$ cat config.mk
export PLATFORM = sky130hd
export DESIGN_NAME = pipeline_hazard_ctrl
export DESIGN_NICKNAME = d
export VERILOG_FILES = /design/src/rtl/pipeline_ctrl_pkg.sv /design/src/rtl/load_use_detect.sv /design/src/rtl/pipeline_hazard_ctrl.sv
export SDC_FILE = /design/constraint.sdc
export NUM_CORES = 1
export LEC_CHECK = 0
export BUFFER_PORTS_ARGS = -buffer_cell sky130_fd_sc_hd__buf_2
export CORE_MARGIN = 2
export CORE_UTILIZATION = 44
export DETAILED_ROUTE_END_ITERATION = 7
export GPL_TIMING_DRIVEN = 0
export MAX_ROUTING_LAYER = met4
export PLACE_DENSITY = 0.69
export RECOVER_POWER = 50
export SYNTH_ARGS = -nofsm -noshare
export SYNTH_HDL_FRONTEND = slang
export SYNTH_SLANG_ARGS = --single-unit
$ cat constraint.sdc
create_clock -name clk -period 2 [get_ports clk]
set_input_delay 0.5 -clock clk [delete_from_list [all_inputs] [get_ports clk]]
set_output_delay 0.5 -clock clk [all_outputs]
set_load 0.05 [all_outputs]
$ cat src/rtl/pipeline_ctrl_pkg.sv
// -----------------------------------------------------------------------------
// pipeline_ctrl_pkg
// Shared definitions for the five-stage pipeline control logic.
//   hz_state_t : hazard controller sequencing states (RUN, MEM_WAIT, ERROR)
//   REG_IDX_W  : architectural register index width
//   REG_ZERO   : index of x0, which never carries a true dependency
//   TMO_CNT_W  : width of the memory-handshake watchdog counter
// -----------------------------------------------------------------------------
package pipeline_ctrl_pkg;

    localparam int                   REG_IDX_W = 5;
    localparam logic [REG_IDX_W-1:0] REG_ZERO  = 5'd0;

    // Wide enough for the largest supported MEM_TIMEOUT (65535).
    localparam int                   TMO_CNT_W = 16;

    typedef enum logic [1:0] {
        RUN      = 2'd0,
        MEM_WAIT = 2'd1,
        ERROR    = 2'd2
    } hz_state_t;

endpackage

$ cat src/rtl/load_use_detect.sv
// -----------------------------------------------------------------------------
// load_use_detect
// Combinational comparator that flags a load-use hazard: the instruction in EX
// is a load whose destination is a source the ID instruction actually reads.
// Writes to x0 are discarded by the register file, so they never create one.
//
// Ports:
//   id_rs1, id_rs2         in  source indices of the ID instruction
//   id_use_rs1, id_use_rs2 in  ID instruction reads the corresponding source
//   id_ex_memread          in  EX instruction is a load
//   id_ex_rd               in  destination index of the EX instruction
//   hit                    out load-use hazard present this cycle
// -----------------------------------------------------------------------------
module load_use_detect
    import pipeline_ctrl_pkg::*;
(
    input  logic [REG_IDX_W-1:0] id_rs1,
    input  logic [REG_IDX_W-1:0] id_rs2,
    input  logic                 id_use_rs1,
    input  logic                 id_use_rs2,
    input  logic                 id_ex_memread,
    input  logic [REG_IDX_W-1:0] id_ex_rd,
    output logic                 hit
);

    logic rs1_match;
    logic rs2_match;

    assign rs1_match = id_use_rs1 && (id_rs1 == id_ex_rd);
    assign rs2_match = id_use_rs2 && (id_rs2 == id_ex_rd);

    assign hit = id_ex_memread && (id_ex_rd != REG_ZERO) && (rs1_match || rs2_match);

endmodule

$ cat src/rtl/pipeline_hazard_ctrl.sv
// -----------------------------------------------------------------------------
// pipeline_hazard_ctrl
// Central hazard and sequencing controller for the five-stage pipeline.
// Produces stall/flush strobes for PC, IF/ID, ID/EX and EX/MEM plus a bubble
// request for MEM/WB. Handles, highest priority first:
//   ERROR (memory watchdog fired) > memory wait > branch mispredict > load-use
// All strobes are combinational from the registered state and the current
// inputs so the pipeline registers act on them at the same clock edge.
//
// Optional build macro: HAZARD_PERF_CNT_EN adds the stall_cycles and
// flush_events saturating performance counters and their ports.
//
// Parameters:
//   MEM_TIMEOUT  max consecutive MEM_WAIT cycles before the fatal error (1..65535)
//   CNT_W        performance counter width
//
// Ports:
//   clk, reset                 clock (rising edge), asynchronous active-high reset
//   id_rs1, id_rs2             source indices of the ID instruction
//   id_use_rs1, id_use_rs2     ID instruction reads rs1 / rs2
//   id_ex_memread, id_ex_rd    EX instruction is a load / its destination
//   ex_mispredict              branch resolved in EX disagrees with prediction
//   mem_req, mem_ready         data-memory access in flight / completes now
//   pc_stall                   hold PC
//   if_id_stall, if_id_flush   IF/ID control
//   id_ex_stall, id_ex_flush   ID/EX control
//   ex_mem_stall, ex_mem_flush EX/MEM control
//   mem_wb_bubble              MEM/WB captures a NOP
//   mem_timeout                sticky fatal watchdog flag
//   stall_cycles, flush_events performance counters (HAZARD_PERF_CNT_EN only)
// -----------------------------------------------------------------------------
module pipeline_hazard_ctrl
    import pipeline_ctrl_pkg::*;
#(
    parameter int MEM_TIMEOUT = 255,
    parameter int CNT_W       = 32
) (
    input  logic                 clk,
    input  logic                 reset,
    input  logic [REG_IDX_W-1:0] id_rs1,
    input  logic [REG_IDX_W-1:0] id_rs2,
    input  logic                 id_use_rs1,
    input  logic                 id_use_rs2,
    input  logic                 id_ex_memread,
    input  logic [REG_IDX_W-1:0] id_ex_rd,
    input  logic                 ex_mispredict,
    input  logic                 mem_req,
    input  logic                 mem_ready,
    output logic                 pc_stall,
    output logic                 if_id_stall,
    output logic                 if_id_flush,
    output logic                 id_ex_stall,
    output logic                 id_ex_flush,
    output logic                 ex_mem_stall,
    output logic                 ex_mem_flush,
    output logic                 mem_wb_bubble,
    output logic                 mem_timeout
`ifdef HAZARD_PERF_CNT_EN
    ,
    output logic [CNT_W-1:0]     stall_cycles,
    output logic [CNT_W-1:0]     flush_events
`endif
);

    localparam logic [TMO_CNT_W-1:0] TMO_LIMIT = TMO_CNT_W'(MEM_TIMEOUT);

    hz_state_t              state;
    hz_state_t              state_nx;
    logic [TMO_CNT_W-1:0]   tmo_cnt;
    logic [TMO_CNT_W-1:0]   tmo_cnt_nx;
    logic                   lu_hit;
    logic                   mem_hold;

    load_use_detect u_load_use_detect (
        .id_rs1        (id_rs1),
        .id_rs2        (id_rs2),
        .id_use_rs1    (id_use_rs1),
        .id_use_rs2    (id_use_rs2),
        .id_ex_memread (id_ex_memread),
        .id_ex_rd      (id_ex_rd),
        .hit           (lu_hit)
    );

    // Memory stall this cycle: a new access that is not ready yet, or an
    // access already waiting whose ready has not arrived. Once waiting,
    // mem_req is not re-examined; the access is owned until ready.
    assign mem_hold = ((state == RUN) && mem_req && !mem_ready) ||
                      ((state == MEM_WAIT) && !mem_ready);

    // ------------------------------------------------------------------
    // State and watchdog registers
    // ------------------------------------------------------------------
    // NOTE: reset is in the sensitivity list so a reset in MEM_WAIT or ERROR
    // takes effect immediately, not at the next clock edge.
    always_ff @(posedge clk or posedge reset) begin
        if (reset) begin
            // NOTE: sequential state uses non-blocking assignments so every
            // register samples the pre-edge values of the others.
            state   <= RUN;
            tmo_cnt <= '0;
        end else begin
            state   <= state_nx;
            tmo_cnt <= tmo_cnt_nx;
        end
    end

    // ------------------------------------------------------------------
    // Next-state and watchdog counter logic
    // ------------------------------------------------------------------
    always_comb begin
        // NOTE: defaults first so no path through the case infers a latch.
        state_nx   = state;
        tmo_cnt_nx = tmo_cnt;
        unique case (state)
            RUN: begin
                if (mem_req && !mem_ready) begin
                    state_nx   = MEM_WAIT;
                    tmo_cnt_nx = TMO_CNT_W'(1);
                end else begin
                    tmo_cnt_nx = '0;
                end
            end
            MEM_WAIT: begin
                // Ready on the limit cycle still completes the access.
                if (mem_ready) begin
                    state_nx   = RUN;
                    tmo_cnt_nx = '0;
                end else if (tmo_cnt == TMO_LIMIT) begin
                    state_nx   = ERROR;
                    tmo_cnt_nx = '0;
                end else begin
                    tmo_cnt_nx = tmo_cnt + TMO_CNT_W'(1);
                end
            end
            ERROR: begin
                // Sticky until reset; mem_ready is ignored.
                state_nx   = ERROR;
                tmo_cnt_nx = '0;
            end
            default: begin
                state_nx   = RUN;
                tmo_cnt_nx = '0;
            end
        endcase
    end

    // ------------------------------------------------------------------
    // Stall / flush outputs (Mealy)
    // ------------------------------------------------------------------
    // No branch ever drives a stall and a flush of the same register, and
    // EX/MEM is never flushed: on a mispredict the branch itself proceeds.
    always_comb begin
        pc_stall      = 1'b0;
        if_id_stall   = 1'b0;
        if_id_flush   = 1'b0;
        id_ex_stall   = 1'b0;
        id_ex_flush   = 1'b0;
        ex_mem_stall  = 1'b0;
        ex_mem_flush  = 1'b0;
        mem_wb_bubble = 1'b0;
        mem_timeout   = 1'b0;
        if (reset) begin
            // Quiet pipeline while reset is held, whatever the inputs say.
        end else if (state == ERROR) begin
            pc_stall      = 1'b1;
            if_id_stall   = 1'b1;
            id_ex_stall   = 1'b1;
            ex_mem_stall  = 1'b1;
            mem_wb_bubble = 1'b1;
            mem_timeout   = 1'b1;
        end else if (mem_hold) begin
            // Freeze everything up to EX/MEM and feed NOPs into MEM/WB.
            pc_stall      = 1'b1;
            if_id_stall   = 1'b1;
            id_ex_stall   = 1'b1;
            ex_mem_stall  = 1'b1;
            mem_wb_bubble = 1'b1;
        end else if (ex_mispredict) begin
            // Squash the two wrong-path instructions in IF/ID and ID/EX; this
            // also makes any load-use on the ID instruction irrelevant.
            if_id_flush   = 1'b1;
            id_ex_flush   = 1'b1;
        end else if (lu_hit) begin
            // Hold the consumer in ID for one cycle and insert one bubble.
            pc_stall      = 1'b1;
            if_id_stall   = 1'b1;
            id_ex_flush   = 1'b1;
        end
    end

`ifdef HAZARD_PERF_CNT_EN
    // ------------------------------------------------------------------
    // Saturating performance counters
    // ------------------------------------------------------------------
    // if_id_flush is only ever raised by a mispredict, so it marks each
    // mispredict flush event exactly once.
    always_ff @(posedge clk or posedge reset) begin
        if (reset) begin
            stall_cycles <= '0;
            flush_events <= '0;
        end else begin
            if (pc_stall && (stall_cycles != '1)) begin
                stall_cycles <= stall_cycles + CNT_W'(1);
            end
            if (if_id_flush && (flush_events != '1)) begin
                flush_events <= flush_events + CNT_W'(1);
            end
        end
    end
`endif

endmodule
==> results.rst, run 1 <==
.. list-table::
   :header-rows: 1

   * - Metric
     - Value
   * - Run status
     - finished, violations left
   * - Violations in the final reports
     - negative setup slack
   * - Deepest clock path buffer count
     - 2
   * - NetSw
     - 450 µW
   * - Most frequent cells in the layout
     - buf_2 (18), dfrtp_1 (18), nor2_1 (16), xnor2_1 (13), buf_6 (11)
   * - Routed vias/inst
     - about 5.4
   * - Final instance count without filler cells
     - approximately 190
   * - Area occupied by registers
     - approximately 450 µm²
   * - Internal power component
     - between 600 and 700 µW
   * - Total power density per cell area
     - 733 nW/µm²
   * - Chip Width
     - around 54 µm
   * - Fraction of the yosys area taken by sequential cells
     - around two fifths
   * - Sinks on the clock net
     - 18
   * - Total inserted antenna cells
     - 0
   * - DRT Wirelength
     - between 2 and 2.5 mm
   * - Number of flops mapped to enable cells by yosys
     - 0
   * - Final count of hold timing violations
     - 0
   * - Max H-tree Level
     - 1
   * - Tcrit/Tclk final
     - 114%
   * - Yosys top cell area share
     - 41.4%
   * - Ys Warns
     - 0
   * - Adder-cell area share of the yosys netlist
     - 1.15%
   * - Area occupied by multi-input gates
     - roughly 700 µm²
   * - Simple-gate share of the synthesized area
     - between 20% and 30%
   * - Core box area
     - roughly 2400 µm²
   * - Share of flip-flops with an asynchronous set or reset
     - 100%
   * - Antenna violation net count after detailed routing
     - 0
   * - Worst path required time
     - 1500 ps
   * - Setup repair after global routing missed its margin
     - yes
   * - Worst setup path class
     - primary input to output pin
   * - Register clock-pin slew on the reported worst setup and hold paths
     - about 90 ps
   * - Number of antenna violations at the first check in global routing
     - 0
   * - TritonCTS clock tree
     - built
   * - Final core utilization
     - 64.3%
   * - Biggest area consumer among synthesized cells
     - dfrtp_1
   * - Fill cell total of the finished layout
     - a little over 200
   * - Number of flip-flops and latches in the synthesized netlist
     - 18
   * - Crit path launch type
     - primary input
   * - # IOs
     - 32
   * - Number of buffers inserted by port buffering
     - 30
   * - Data arrival time of the critical path
     - between 1500 and 2000 ps
   * - Clock network fraction of total power
     - 15.4%
   * - Clock skew
     - approximately 2.6 ps
   * - Root buf cell
     - clkbuf_4
   * - Number of rows in the core area
     - 18
   * - Syn Area/Cell
     - around 9 µm²
   * - Placed cell count
     - approximately 180
   * - Vias in the first global route
     - about 900
   * - DRC violation count after routing
     - 0
   * - Count of vias placed by the detailed router
     - between 1000 and 1500
   * - Switching share of power
     - 39.7%
   * - Max-cap violations
     - 0
   * - Pin count of the biggest net entering global routing
     - 20
   * - Most common flop cell mapped by yosys
     - dfrtp_1
   * - Share of post-route cells with drive strength above 1
     - a little over 40%
   * - Die Ht
     - approximately 54 µm
   * - Main combinational cell family by area after synthesis
     - simple AND/OR/NAND/NOR gates
   * - DP HPWL
     - approximately 1.8 mm
   * - Detailed-router iteration count before antenna repair
     - 4
   * - Logic pwr share
     - about half
   * - Overall Global Routing Usage
     - between 10% and 20%
   * - Type of the most critical hold path
     - primary input to asynchronous set/reset pin
   * - Starting density of the core
     - a little under half
   * - Wire length of the first global-routing pass
     - around 3.6 mm
   * - Critical Path Sink Type
     - output pin
   * - GR Overflow Total
     - 0
   * - Crit path time final
     - 2280 ps
   * - Post-synthesis compound-gate area fraction
     - about 7.7%
   * - Iteration-0 DRC count of the detailed router
     - 18
   * - Worst-skew pair later-pin latency
     - 290 ps
   * - Peak supply drop
     - 0.698 mV
   * - Maximum fanout along the worst path
     - 3
   * - Area Growth Syn to Fin
     - 42.4%
   * - Number of different library cells in the post-synthesis netlist
     - 32
   * - Biggest area contributors in the synthesized netlist
     - dfrtp_1 (41%), xnor2_1 (10%), xor2_1 (7.2%)
   * - Die Outline Area
     - 2890 µm²
   * - Final max-slew violation count
     - 0
   * - Synthesized netlist net count
     - between 100 and 150
   * - Cell area after technology mapping
     - ~1100 µm²
   * - Post-route setup slack
     - -279 ps
   * - Static leakage power
     - roughly 0.64 nW
   * - Total Nets Final
     - between 150 and 200
   * - Worst reg2reg setup slack
     - 150 ps
   * - Gate Count Post-Synth
     - roughly 120
   * - TritonCTS Buffers
     - 3
   * - Achievable clock frequency
     - ~440 MHz
   * - Portion of netlist area occupied by mux cells
     - 0%
   * - RePlAce Congestion
     - slightly above 0.8
   * - Average routed wire per standard cell
     - between 10 and 15 µm
   * - Pre-CTS WS
     - -474 ps
   * - Final setup violation count
     - 3
   * - Part of the total power dissipated in sequential elements
     - roughly 36%
   * - Xor and xnor fraction of the mapped netlist area
     - between 10% and 20%
-- layout make-up --
| cell class | count | area share, % |
|---|---|---|
| Inverter | 7 | 1.94 |
| Buffer | 5 | 2.91 |
| Sequential cell | 18 | 29.1 |
| Timing Repair Buffer | 34 | 17.2 |
| Tap cell | 30 | 2.42 |
| Multi-Input combinational cell | 91 | 45.0 |
| Clock buffer | 3 | 1.45 |
-- path summary, 6_finish.rpt --
kind	start	end	cells past startpoint
worst min register to register	tmo_cnt[6]$_DFF_PP0_	tmo_cnt[6]$_DFF_PP0_	2
worst max-delay path	id_ex_rd[4]	pc_stall	7
min in group clk	mem_req	state[0]$_DFFE_PP0P_	3
worst max register to register	tmo_cnt[0]$_DFF_PP0_	tmo_cnt[12]$_DFF_PP0_	6
max in group asynchronous	reset	tmo_cnt[13]$_DFF_PP0_	2
worst min-delay path	reset	state[1]$_DFFE_PP0P_	2
-- registers in the layout (all words and copies together) (netlist names) --
| signal | flops |
|---|---|
| state | 2 |
| tmo_cnt | 16 |
-- synth_stat cells (all sizes together), types with 2 or more instances --
master  count
dfrtp      18
nor2       18
xnor2      13
xor2        9
nor4        8
inv         7
nand2       7
buf         5
nand3       4
nand4       4
a21oi       3
o21ai       3
or3         3
nor3        2
o31ai       2
or2         2
or4         2
-- timing repair --
| action | CTS | global route |
|---|---|---|
| pin swaps | 13 | 7 |
| endpoints found under the setup margin | 7 | 17 |
| buffers inserted | 2 | 2 |
| resized for setup | 27 | 13 |
| hold buffers | 0 | 0 |
-- logic make-up after synthesis --
group	after synthesis
DFF	18
adders and majority gates	1
and+or+nand+nor	54
other	1
xor gates and xnor gates	22
buffers and inverters	12
AOI/OAI and AO/OA	13
-- through the flow --
stage                     instance area (µm²)  power [mW]  TNS, ps  hold WS (ps)
after floorplan                          1150       0.742     -426           447
after global placement                   1340       0.827    -1350           527
after detailed placement                 1340       0.838    -1580           549
after CTS                                1480        1.10     -762           289
after global routing                     1550        1.19     -852           331
final                                    1550        1.14     -715           274
-- per-layer routing --
| metal | vias to the layer above | wire length [µm] | part of all wire (%) | global-route usage (%) |
|---|---|---|---|---|
| met5 | - | 0 | 0 | - |
| met4 | 0 | 42 | 1.7 | 7.69 |
| met3 | 5 | 154 | 6.3 | 1.67 |
| met2 | 35 | 1250 | 51 | 33.1 |
| met1 | 480 | 1020 | 41 | 18.7 |
| li1 | 490 | - | - | - |
-- power by group through the flow --
stage / Combinational, mW / Clock [mW] / Sequential, mW
2_1_floorplan: 0.333 / 0 / 0.409
3_3_place_gp: 0.416 / 0 / 0.412
3_5_place_dp: 0.425 / 0 / 0.413
4_1_cts: 0.514 / 0.181 / 0.406
5_1_grt: 0.586 / 0.188 / 0.414
6_report: 0.550 / 0.175 / 0.410
-- critical path, stage by stage --
cell,delay (ps)
buf_8,100
or4_4,550
o21ai_4,150
or3_4,150
o22ai_4,70
buf_6,130
buf_8,140
(Power assumes the default switching activity.)
==> run 2: changes to the inputs <==
Settings changed: CTS_CLUSTER_DIAMETER set to 120, PLACE_DENSITY 0.69 to 0.67, REMOVE_ABC_BUFFERS set to 1.
Clock period 2 ns to 2.5 ns, I/O delays scaled along.
==> run 2 against run 1 <==
  * The run now ends clean
  * Global-route usage decreased by 0.67 points
  * Clock power decreased by 21%
  * Hold slack improved by 79 ps
  * Sequential power decreased by 21%
  * Sequential share of layout area increased by 5.9 points
  * Critical endpoint unchanged
==> results.rst, run 2 (synthesis gave the netlist of run 1 again) <==
.. list-table::
   :header-rows: 1

   * - Metric
     - Value
   * - Run status
     - finished, final reports clean
   * - TritonCTS clock tree
     - built
   * - # IOs
     - 32 (unchanged)
   * - NetSw
     - 309 µW (-31%)
   * - Clock network fraction of total power
     - 18.1% (+2.7 points)
   * - Antenna violation net count after detailed routing
     - 0 (unchanged)
   * - DRT Wirelength
     - 2.23 mm (-9.5%)
   * - Measured slew at the worst slew-check pin
     - just under 600 ps
   * - Delay contributed by the slowest stage of the critical path
     - 560 ps (about the same)
   * - Final count of hold timing violations
     - 0 (unchanged)
   * - Register clock-pin slew on the reported worst setup and hold paths
     - 90 ps (about the same)
   * - Number of buffers inserted by port buffering
     - 30 (unchanged)
   * - Largest registers
     - tmo_cnt: 16 flops, state: 2 flops
   * - Count of vias placed by the detailed router
     - 950 (-5.9%)
   * - DRC violation count after routing
     - 0 (unchanged)
   * - Wire length of the first global-routing pass
     - 3.43 mm (-3.7%)
   * - Pin count of the biggest net entering global routing
     - 20 (unchanged)
   * - Vias in the first global route
     - 821 (-9.1%)
   * - Total power density per cell area
     - 592 nW/µm² (-19%)
   * - Tot Pwr
     - 762 µW (-33%)
   * - CP cell instances
     - buf_2 > or4_1 > o21ai_2 > or3_1 > o22ai_1 > buf_4
   * - Slowest-stage cell, CP
     - or4_1
   * - Core box area
     - 2410 µm² (unchanged)
   * - Sinks on the clock net
     - 18 (unchanged)
   * - Static leakage power
     - 0.548 nW (-14%)
   * - Average routed wire per standard cell
     - 12.4 µm (-5.5%)
   * - Max H-tree Level
     - 1 (unchanged)
   * - Critical Path Sink Type
     - output pin
   * - Tcrit/Tclk final
     - ~99%
   * - Final max-slew violation count
     - 0 (unchanged)
   * - Part of the total power dissipated in sequential elements
     - 42.6% (+6.5 points)
   * - Deepest clock path buffer count
     - 2 (unchanged)
   * - Routed vias/inst
     - 5.28 (-1.8%)
   * - Largest register FFs
     - 16 (unchanged)
   * - Share of post-route cells with drive strength above 1
     - 27.3% (-13 points)
   * - Worst setup path class
     - primary input to output pin
   * - Achievable clock frequency
     - between 400 and 500 MHz
   * - RePlAce Congestion
     - 0.863 (+4.8%)
   * - Fill cell total of the finished layout
     - 217 (+6.4%)
   * - Total inserted antenna cells
     - 0 (unchanged)
   * - Maximum fanout along the worst path
     - 3 (unchanged)
   * - Root buf cell
     - clkbuf_4
   * - Internal power component
     - 453 µW (-34%)
   * - Worst path required time
     - 1880 ps (+380 ps)
   * - Logic pwr share
     - 39.3% (-9.1 points)
   * - Total Nets Final
     - 176 (-4.3%)
   * - Slew margin rel.
     - 60.8%
   * - Starting density of the core
     - 45.2% (unchanged)
   * - Crit path launch type
     - primary input
   * - Die Outline Area
     - 2890 µm² (unchanged)
   * - Number of antenna violations at the first check in global routing
     - 0 (unchanged)
   * - Type of the most critical hold path
     - primary input to asynchronous set/reset pin
   * - Die Ht
     - 53.7 µm (unchanged)
   * - DP HPWL
     - 1.67 mm (-5.4%)
   * - Crit path time final
     - between 2000 and 2500 ps
   * - Overall Global Routing Usage
     - 17.0% (-0.67 points)
   * - Chip Width
     - 53.7 µm (unchanged)
   * - TritonCTS Buffers
     - 3 (unchanged)
   * - Data arrival time of the critical path
     - 1840 ps (+60 ps)
   * - Most frequent cells in the layout
     - buf_2 (26), nor2_1 (18), dfrtp_1 (18), xnor2_1 (13), xor2_1 (9)
   * - Max-cap violations
     - 0 (unchanged)
   * - Iteration-0 DRC count of the detailed router
     - 9 (-9)
   * - Number of rows in the core area
     - 18 (unchanged)
   * - Top reg by flops
     - tmo_cnt
   * - Clock skew
     - 5.43 ps (+2.85 ps)
   * - Worst slack on hold paths
     - 353 ps (+79.1 ps)
   * - Area Growth Syn to Fin
     - 18.4%
   * - Final setup violation count
     - 0 (-3)
   * - GR Overflow Total
     - 0 (unchanged)
   * - Peak supply drop
     - 0.434 mV (-38%)
   * - Post-cts hold buffer count
     - 0 (unchanged)
   * - Most frequent standard cell in the layout excluding fill and tap cells
     - buf_2
   * - Worst-skew pair later-pin latency
     - 290 ps (about the same)
   * - Switching share of power
     - 40.6% (+0.91 points)
   * - Detailed-router iteration count before antenna repair
     - 4 (unchanged)
[run 2: power by group through the flow]
stage	Sequential, mW	Clock (mW)	Combinational [mW]
5_1_grt	0.328	0.158	0.321
3_5_place_dp	0.331	0	0.281
3_3_place_gp	0.331	0	0.275
4_1_cts	0.325	0.143	0.289
6_report	0.324	0.138	0.300
2_1_floorplan	0.327	0	0.210
[run 2: layout make-up]
cell class	count	area [µm²]	area share (%)
multi-input cells	91	584	45.3
flip-flops and latches	18	450	35.0
repair buffers	31	164	12.7
well taps	30	37.5	2.91
inverters	7	30.0	2.33
clock buffers	3	22.5	1.75
[run 2: path summary, 6_finish.rpt]
check                                      startpoint               endpoint  slack, ps  cells past startpoint
min in group clk                tmo_cnt[15]$_DFF_PP0_  tmo_cnt[15]$_DFF_PP0_        560                      2
worst min-delay path                            reset   tmo_cnt[5]$_DFF_PP0_        350                      2
worst max-delay path                      id_ex_rd[1]               pc_stall         30                      6
max in group asynchronous                       reset  tmo_cnt[13]$_DFF_PP0_       1900                      2
worst max register to register   tmo_cnt[0]$_DFF_PP0_   state[1]$_DFFE_PP0P_        340                      5
worst min register to register  tmo_cnt[15]$_DFF_PP0_  tmo_cnt[15]$_DFF_PP0_        560                      2
[run 2: critical path, delay by kind of cell]
family	cells	cell delay, ps
AO/OA/AOI/OAI	2	220
buffers and inverters	2	330
AND/OR/NAND/NOR	2	670
[run 2: metrics by stage]
step	TNS [ps]	cell area (µm²)	std cells	util [%]	setup WS [ps]
after global placement	-114	1240	176	51.5	-66.3
after CTS	-28.4	1270	179	52.9	-14.4
after detailed placement	-153	1240	176	51.5	-127
after global routing	-4.34	1290	180	53.5	-3.00
final	0	1290	180	53.5	31.6
after floorplan	-4860	1050	116	-	-908
[run 2: timing repair]
| action | 4_1_cts | 5_1_grt |
|---|---|---|
| hold endpoints to repair | 0 | 0 |
| setup buffers | 0 | 1 |
| endpoints found under the setup margin | 3 | 3 |
| pin swaps | 0 | 4 |
| resized for setup | 3 | 6 |
[run 2: routing by layer]
metal	vias up	GRT usage (%)	share of wire [%]
li1	471	-	-
met1	452	21.3	45
met2	25	26.6	48
met3	2	5.83	6.9
met4	0	3.85	0.63
met5	-	-	0
